[src/rtl/alu_seq.sv]
// alu_seq: multi-cycle unsigned ALU with a start/busy/done handshake.
//
// A request is accepted on a rising edge where start=1 and the block is idle.
// op, a and b are latched at that edge. Logic, add and shift ops take a single
// execute step. MUL (shift-add) and DIV (restoring) take WIDTH steps, one
// partial product or quotient bit per step. The result and flags are then
// registered into the outputs and done pulses for one cycle.
//
// Ports:
//   clk     rising-edge clock
//   rst_n   asynchronous active-low reset; aborts any request in flight
//   start   request strobe, sampled only while idle
//   op      opcode (0 ADD, 1 SUB, 2 AND, 3 OR, 4 XOR, 5 NOT, 6 SHL, 7 SHR,
//           8 MUL, 9 DIV, 10-15 illegal)
//   a, b    WIDTH-bit unsigned operands
//   busy    high from the accepting edge until the done cycle ends
//   done    one-cycle pulse; result and flags are valid
//   result  2*WIDTH-bit registered result; holds until the next done
//   carry   ADD carry-out or SUB borrow
//   zero    result is all zeros
//   err     divide by zero or illegal opcode
module alu_seq #(
  parameter int unsigned WIDTH = 8
) (
  input  logic                 clk,
  input  logic                 rst_n,
  input  logic                 start,
  input  logic [3:0]           op,
  input  logic [WIDTH-1:0]     a,
  input  logic [WIDTH-1:0]     b,
  output logic                 busy,
  output logic                 done,
  output logic [2*WIDTH-1:0]   result,
  output logic                 carry,
  output logic                 zero,
  output logic                 err
);

  localparam int unsigned CntW = $clog2(WIDTH + 1);

  localparam logic [3:0] OpAdd = 4'd0;
  localparam logic [3:0] OpSub = 4'd1;
  localparam logic [3:0] OpAnd = 4'd2;
  localparam logic [3:0] OpOr  = 4'd3;
  localparam logic [3:0] OpXor = 4'd4;
  localparam logic [3:0] OpNot = 4'd5;
  localparam logic [3:0] OpShl = 4'd6;
  localparam logic [3:0] OpShr = 4'd7;
  localparam logic [3:0] OpMul = 4'd8;
  localparam logic [3:0] OpDiv = 4'd9;

  localparam logic [WIDTH-1:0] ShiftLimit = WIDTH'(WIDTH);

  typedef enum logic [1:0] {StIdle, StExec, StDone} state_e;

  state_e               state_q, state_d;
  logic [3:0]           op_q, op_d;
  logic [WIDTH-1:0]     a_q, a_d;
  logic [WIDTH-1:0]     b_q, b_d;         // MUL shifts this right as the multiplier
  logic [CntW-1:0]      cnt_q, cnt_d;     // execute steps completed
  logic [2*WIDTH-1:0]   acc_q, acc_d;     // product, or {remainder, quotient} for DIV
  logic [2*WIDTH-1:0]   mcand_q, mcand_d; // MUL multiplicand, shifted left each step
  logic                 cy_q, cy_d;
  logic                 er_q, er_d;
  logic                 busy_q, busy_d;
  logic                 done_q, done_d;
  logic [2*WIDTH-1:0]   result_q, result_d;
  logic                 carry_q, carry_d;
  logic                 zero_q, zero_d;
  logic                 err_q, err_d;

  // Execute-step helpers
  logic [CntW-1:0]      n_steps;
  logic [WIDTH:0]       sum;
  logic [WIDTH:0]       diff;
  logic [WIDTH:0]       rem_sh;
  logic [WIDTH:0]       trial;

  always_comb begin
    // Iterative ops need WIDTH steps; everything else (including DIV by 0) needs one.
    if (op_q == OpMul || (op_q == OpDiv && b_q != '0)) begin
      n_steps = CntW'(WIDTH);
    end else begin
      n_steps = CntW'(1);
    end

    sum    = {1'b0, a_q} + {1'b0, b_q};
    diff   = {1'b0, a_q} - {1'b0, b_q};
    // Restoring divide: shift the next dividend bit into the partial remainder
    // and subtract the divisor; a clear sign bit means the subtraction stands.
    rem_sh = {acc_q[2*WIDTH-1:WIDTH], acc_q[WIDTH-1]};
    trial  = rem_sh - {1'b0, b_q};

    state_d  = state_q;
    op_d     = op_q;
    a_d      = a_q;
    b_d      = b_q;
    cnt_d    = cnt_q;
    acc_d    = acc_q;
    mcand_d  = mcand_q;
    cy_d     = cy_q;
    er_d     = er_q;
    busy_d   = busy_q;
    done_d   = done_q;
    result_d = result_q;
    carry_d  = carry_q;
    zero_d   = zero_q;
    err_d    = err_q;

    unique case (state_q)
      StIdle: begin
        if (start) begin
          state_d = StExec;
          op_d    = op;
          a_d     = a;
          b_d     = b;
          cnt_d   = '0;
          acc_d   = (op == OpDiv) ? {{WIDTH{1'b0}}, a} : '0;
          mcand_d = {{WIDTH{1'b0}}, a};
          cy_d    = 1'b0;
          er_d    = 1'b0;
          busy_d  = 1'b1;
        end
      end

      StExec: begin
        if (cnt_q == n_steps) begin
          state_d  = StDone;
          result_d = acc_q;
          carry_d  = cy_q;
          err_d    = er_q;
          zero_d   = (acc_q == '0);
          done_d   = 1'b1;
        end else begin
          cnt_d = cnt_q + CntW'(1);
          case (op_q)
            OpAdd: begin
              acc_d = {{(WIDTH-1){1'b0}}, sum};
              cy_d  = sum[WIDTH];
            end
            OpSub: begin
              acc_d = {{WIDTH{1'b0}}, diff[WIDTH-1:0]};
              cy_d  = diff[WIDTH];
            end
            OpAnd: acc_d = {{WIDTH{1'b0}}, a_q & b_q};
            OpOr:  acc_d = {{WIDTH{1'b0}}, a_q | b_q};
            OpXor: acc_d = {{WIDTH{1'b0}}, a_q ^ b_q};
            OpNot: acc_d = {{WIDTH{1'b0}}, ~a_q};
            OpShl: acc_d = (b_q >= ShiftLimit) ? '0 : {{WIDTH{1'b0}}, a_q << b_q};
            OpShr: acc_d = (b_q >= ShiftLimit) ? '0 : {{WIDTH{1'b0}}, a_q >> b_q};
            OpMul: begin
              if (b_q[0]) begin
                acc_d = acc_q + mcand_q;
              end
              mcand_d = mcand_q << 1;
              b_d     = b_q >> 1;
            end
            OpDiv: begin
              if (b_q == '0) begin
                acc_d = {a_q, {WIDTH{1'b1}}};
                er_d  = 1'b1;
              end else if (!trial[WIDTH]) begin
                acc_d = {trial[WIDTH-1:0], acc_q[WIDTH-2:0], 1'b1};
              end else begin
                acc_d = {rem_sh[WIDTH-1:0], acc_q[WIDTH-2:0], 1'b0};
              end
            end
            default: begin
              acc_d = '0;
              er_d  = 1'b1;
            end
          endcase
        end
      end

      StDone: begin
        state_d = StIdle;
        done_d  = 1'b0;
        busy_d  = 1'b0;
      end

      default: state_d = StIdle;
    endcase
  end

  always_ff @(posedge clk or negedge rst_n) begin
    if (!rst_n) begin
      state_q  <= StIdle;
      op_q     <= '0;
      a_q      <= '0;
      b_q      <= '0;
      cnt_q    <= '0;
      acc_q    <= '0;
      mcand_q  <= '0;
      cy_q     <= 1'b0;
      er_q     <= 1'b0;
      busy_q   <= 1'b0;
      done_q   <= 1'b0;
      result_q <= '0;
      carry_q  <= 1'b0;
      zero_q   <= 1'b0;
      err_q    <= 1'b0;
    end else begin
      state_q  <= state_d;
      op_q     <= op_d;
      a_q      <= a_d;
      b_q      <= b_d;
      cnt_q    <= cnt_d;
      acc_q    <= acc_d;
      mcand_q  <= mcand_d;
      cy_q     <= cy_d;
      er_q     <= er_d;
      busy_q   <= busy_d;
      done_q   <= done_d;
      result_q <= result_d;
      carry_q  <= carry_d;
      zero_q   <= zero_d;
      err_q    <= err_d;
    end
  end

  assign busy   = busy_q;
  assign done   = done_q;
  assign result = result_q;
  assign carry  = carry_q;
  assign zero   = zero_q;
  assign err    = err_q;

endmodule

[config.mk]
export PLATFORM = sky130hd
export DESIGN_NAME = alu_seq
export DESIGN_NICKNAME = d
export VERILOG_FILES = /design/src/rtl/alu_seq.sv
export SDC_FILE = /design/constraint.sdc
export NUM_CORES = 1
export LEC_CHECK = 0
export BUFFER_PORTS_ARGS = -buffer_cell sky130_fd_sc_hd__buf_2
export CAP_MARGIN = 20
export CORE_MARGIN = 10
export CORE_UTILIZATION = 35
export CTS_CLUSTER_DIAMETER = 30
export DETAILED_ROUTE_END_ITERATION = 8
export GPL_ROUTABILITY_DRIVEN = 0
export HOLD_SLACK_MARGIN = 0.08
export PLACE_DENSITY = 0.56
export SLEW_MARGIN = 25
export SYNTH_ARGS = -nofsm -noshare
export SYNTH_HDL_FRONTEND = slang
export SYNTH_SLANG_ARGS = --single-unit
[constraint.sdc]
create_clock -name clk -period 4.5 [get_ports clk]
set_clock_uncertainty 0.1 [all_clocks]
set_input_delay 0.225 -clock clk [delete_from_list [all_inputs] [get_ports clk]]
set_output_delay 0.225 -clock clk [all_outputs]
set_load 0.02 [all_outputs]
# --- Word-level counts from Yosys, hierarchy flattened ---
# Cells that the tools add are included.
classes:
  add_sub_neg: 5
  order_cmp: 1
  n_eq_ne: 21
  shifts: 2
  mux: 37
  bitwise: 4
  reduce_logical: 21
ops:
  columns: ["cell", "n"]
  rows:
  - ["$pmux W16 S10", 1]
  - ["$mux W16", 8]
  - ["$pmux W16 S2", 2]
  - ["$mux W8", 6]
  - ["$add A16 B16 Y16", 1]
  - ["$eq A4 B3 Y1 const B", 4]
  - ["$logic_not A16 Y1", 1]
  - ["$pmux W8 S2", 1]
  - ["$eq A4 B4 Y1 const B", 3]
  - ["$mux W4", 3]
  - ["$pmux W1 S2", 6]
  - ["$reduce_and A4 Y1", 3]
  - ["$ne A2 B2 Y1 const B", 5]
  - ["$reduce_and A2 Y1", 5]
  - ["$add A8 B8 Y9", 1]
  - ["$reduce_or A9 Y1", 1]
  - ["$sub A8 B8 Y9", 1]
  - ["$sub A9 B8 Y9", 1]
  - ["$and A8 B8 Y8", 1]
  - ["$eq A4 B2 Y1 const B", 2]
  - ["$ge A8 B4 Y1 const B", 1]
  - ["$logic_not A8 Y1", 1]
  - ["$not A8 Y8", 1]
  - ["$or A8 B8 Y8", 1]
  - ["22 further kinds", 31]
totals:
  reg_bits: 81
  in_bits: 23
  output_inout_bits: 21
  word_cells: 106

# --- Depth between registers and ports, before layout ---
depth:
  ltp_word: 7
  ltp_mapped: 12
  depth_no_buf: 11

# --- Least setup slack after synthesis ---
# OpenSTA, ideal clock, no wires.
synth_path:
  path_type: "reg2reg"
  startpoint: "reg b_q[1]"
  endpoint: "reg acc_q[12]"
  setup_time_ns: 0.126
  arrival_ns: 3.047
  t_required_ns: 4.274
  setup_slack_ns: 1.227
  stages_incl_launch_ff: 12
  path_buffers: 2
  synth_period_minus_slack_ns: 3.273
  cell_sequence: "dfrtp_1 buf_4 clkinv_1 fa_1 a21oi_1 o211ai_1 o41ai_1 xnor2_1 clkbuf_1 mux2i_1 a211oi_1 a221o_1"
synth_between:
  elab_chain_len: 7
  elab_cells_between_ends: 14
  classes_between: "add/sub: 1; eq/ne: 2; mux: 6; reduce/logical: 5"
synth_rtl:
  columns: ["element", "line_no", "source"]
  rows:
  - ["start: declaration", "59", "logic [WIDTH-1:0] b_q, b_d;"]
  - ["start signal: assignment", "191", "b_q <= '0;"]
  - ["start signal: assignment", "207", "b_q <= b_d;"]
  - ["branches (longest 7 deep; another with $sub A9 B8 Y9)", null, null]
  - ["end signal: assignment", "193", "acc_q <= '0;"]
  - ["end signal: assignment", "209", "acc_q <= acc_d;"]
  - ["end: declaration", "61", "logic [2*WIDTH-1:0] acc_q, acc_d;"]
# Parallel ways; which one is timed is not known. The select of a mux whose other input is x is not followed.
# A chain may end at the register's enable or synchronous reset.

# --- Final worst setup path ---
layout_path:
  startpoint: "reg b_q[0]"
  endpoint: "reg acc_q[0]"
# The elaborated chain is that of the path after synthesis.

==> impl_metrics.env <==
export IMPL_power_per_cell_area_nw_per_um2=786
export IMPL_hpwlAfterDp_microns=15500
export IMPL_required_ps=4620
export IMPL_first_pass_iters=6
export IMPL_crit_reg2reg_launch="b_q[0]"
export IMPL_ir_worst_vdd_mv=0.461
export IMPL_grt_pass1_vias=5763
export IMPL_dp_slack_ps=1250
export IMPL_area_delta_synth_final_pct=15.7
export IMPL_cts_root_buf="clkbuf_16"
export IMPL_crit_chain="ha_1 -> inv_1 -> fa_1 -> a21oi_1 -> o211ai_1 -> o41ai_1 -> xnor2_2 -> o21a_1 -> o41ai_1 -> a31oi_1"
export IMPL_maxCapViolCount=0
export IMPL_num_vias=5920
export IMPL_min_from="b[1]"
export IMPL_crit_cells=10
export IMPL_cts_sinks=81
export IMPL_synth_simple_area_share_pct=17.9
export IMPL_gr_total_overflow=0
export IMPL_nNetsFinal=861
export IMPL_reg2reg_setup_slack_ps=1200
export IMPL_cp_data_arrival_time_ps=3420
export IMPL_hold_depth=3
export IMPL_rsz0062_at_grt="no"
export IMPL_grt_max_degree=49
export IMPL_wl_per_cell_microns=20.4
export IMPL_final_cell_mix="nand2_1 (96), dfrtp_1 (81), o21ai_0 (65)"
export IMPL_layout_setup_ws_ps=1200
export IMPL_core_sq_um=18000
export IMPL_crit_family="compound AO/OA/AOI/OAI gates"
export IMPL_ys_seq_area_share_pct=31.6
export IMPL_num_rows=49
export IMPL_crit_buf_inv=1
export IMPL_antennaDiodeCount=0
export IMPL_wl_microns=20800
export IMPL_final_hold_violation_count=0
export IMPL_yosysUniqueCellTypes=69
export IMPL_crit_slowest_cell="dfrtp_1"
export IMPL_grtUsageTotal_pct=17.4
export IMPL_synth_edf_count=0
export IMPL_synthArstFlopShare_pct=100
export IMPL_synth_compound_area_share_pct=22.9
export IMPL_synthMuxAreaShare_pct=10.5
export IMPL_io_buffers=43
export IMPL_hp_class="input pin to register"
export IMPL_cp_start_kind="register"
export IMPL_cts_resized=0
export IMPL_path_clk_slew_ps=70
export IMPL_period_share_pct=73.3
export IMPL_rr_worst_depth=10
export IMPL_die_x_microns=155
export IMPL_grt_pass1_wl_microns=33400
export IMPL_syn_nets=806
export IMPL_ys_warn_count=0
export IMPL_synthesis_area_sq_um=6410
export IMPL_synth_seq_cells=81
export IMPL_ant_nets=0
export IMPL_start_util_pct=35.7
export IMPL_clock_latency_ps=350
export IMPL_syn_area_per_cell_sq_um=8.77
export IMPL_final_core_util_pct=41.3
export IMPL_synth_main_ff_cell="dfrtp_1"
export IMPL_maxSlewViolCount=0
export IMPL_synth_xor_area_share_pct=2.46
export IMPL_die_h_microns=155
export IMPL_cts_htree_levels=3
export IMPL_synthCells=731
export IMPL_dieArea_sq_um=24100
export IMPL_r2r_end="acc_q[0]"
export IMPL_slew_headroom_pct=46.4
export IMPL_finalSetupViolCount=0
export IMPL_initialDrtViolationCount=552
export IMPL_clock_fmax_mhz=303
export IMPL_cpMostUsedCell="o41ai_1"
export IMPL_synthAdderAreaFrac_pct=10.6
export IMPL_tightest_slew_ps=804
export IMPL_cts_tree="yes"
export IMPL_setup_tns_ps=0
export IMPL_cts_max_path_buffers=2
export IMPL_endpoint_kind="register"
export IMPL_whs_endpoint="b_q[1]"
export IMPL_worstSetupPathType="register to register"
export IMPL_status="finished, final reports clean"
export IMPL_drc=0
export IMPL_drive_above_1_share_pct=14.8
export IMPL_leakage_nw=3.36
export IMPL_crit_fanout=11
export IMPL_numCtsBuffers=9
export IMPL_cpPeakStageDelay_ps=500
export IMPL_synth_top_family_by_area="compound AO/OA/AOI/OAI gates"
export IMPL_final_common_cell="nand2_1"
export IMPL_vias_per_cell=5.80
export IMPL_pin_count=44
export IMPL_period_needed_ps=3300
export IMPL_antenna_found_initial=0
-- how the worst max path moves through the flow --
stage / from / to
detailed placement: b_q[5] / acc_q[15]
CTS: b_q[0] / acc_q[0]
finish: b_q[0] / acc_q[0]
global placement: b_q[0] / acc_q[0]
floorplan: b_q[1] / acc_q[12]
global route: b_q[0] / acc_q[0]
-- registers in the layout (all words and copies together) (netlist names) --
signal	cells
cy_q	1
b_q	8
carry	1
op_q	4
state_q	2
er_q	1
cnt_q	4
busy	1
acc_q	16
err	1
done	1
mcand_q	16
zero	1
result	16
a_q	8
-- metrics by stage --
stage	area, sq um	power (mW)	hold slack [ps]	instances
floorplan	6410	3.88	-171	731
global placement	6920	4.92	134	988
detailed placement	6920	4.94	133	988
CTS	7410	5.81	80.1	1020
global route	7410	6.30	121	1020
finish	7410	5.83	88.2	1020
-- metal layers --
layer | GRT usage, % | up-vias | part of all wire (%)
met5 | 0 | - | 0
met4 | 6.73 | 0 | 3.5
met3 | 3.31 | 44 | 6.6
met2 | 25.7 | 219 | 44
met1 | 24.4 | 2837 | 46
li1 | - | 2820 | -
-- cells by family after synthesis --
kind of cell,count (synthesis)
and+or+nand+nor,240
AOI/OAI and AO/OA,219
DFF,81
muxes,57
xor gates and xnor gates,18
adders and majority gates,52
buffers and inverters,64
-- cell usage after synthesis, drive strengths merged, types with 4 or more instances --
cell	instances	area, sq um
nand2	96	360
dfrtp	81	2030
o21ai	66	330
nor2	53	199
ha	48	601
a21oi	33	165
mux2i	31	310
inv	29	109
clkbuf	25	93.8
nor3	22	126
mux2	20	225
nand3	16	80.1
a211oi	15	118
a21o	15	113
o211ai	13	97.6
xnor2	11	96.3
nor2b	9	56.3
buf	8	45.0
nor4	8	65.1
a31oi	7	43.8
and3	7	43.8
o21a	7	52.6
o21bai	7	52.6
xor2	7	61.3
mux4	6	135
nand3b	6	45.0
a22oi	5	37.5
o31ai	5	37.5
a2111oi	4	41.3
a221o	4	40.0
fa	4	80.1
nand4	4	25.0
nor4b	4	35.0
-- area by class of cell --
cell class | count | area, sq um
clock buffer | 10 | 239
clock inverter | 6 | 90.1
fill | 1819 | 10600
inverter | 31 | 116
multi-input combinational | 586 | 4140
sequential | 81 | 2030
tap | 229 | 287
timing repair buffer | 77 | 513
-- what timing repair did --
action / in CTS / in global routing
hold endpoints to repair: 51 / 0
hold buffers: 16 / 0
setup buffers: 0 / 0
-- worst reg2reg max path: cells and delay by family, from the launching register on --
kind / cells / cell delay, ps
fa+ha+maj: 2 / 620
compound gates: 6 / 1590
xor+xnor: 1 / 310
buf+inv: 1 / 50
flops: 1 / 500
-- power by group --
group,internal [mW],switching (mW)
logic,1.43,2.14
clock network,0.504,0.328
registers,0.988,0.440
total,2.92,2.90
Note: power is estimated with default switching activity, not from simulation.
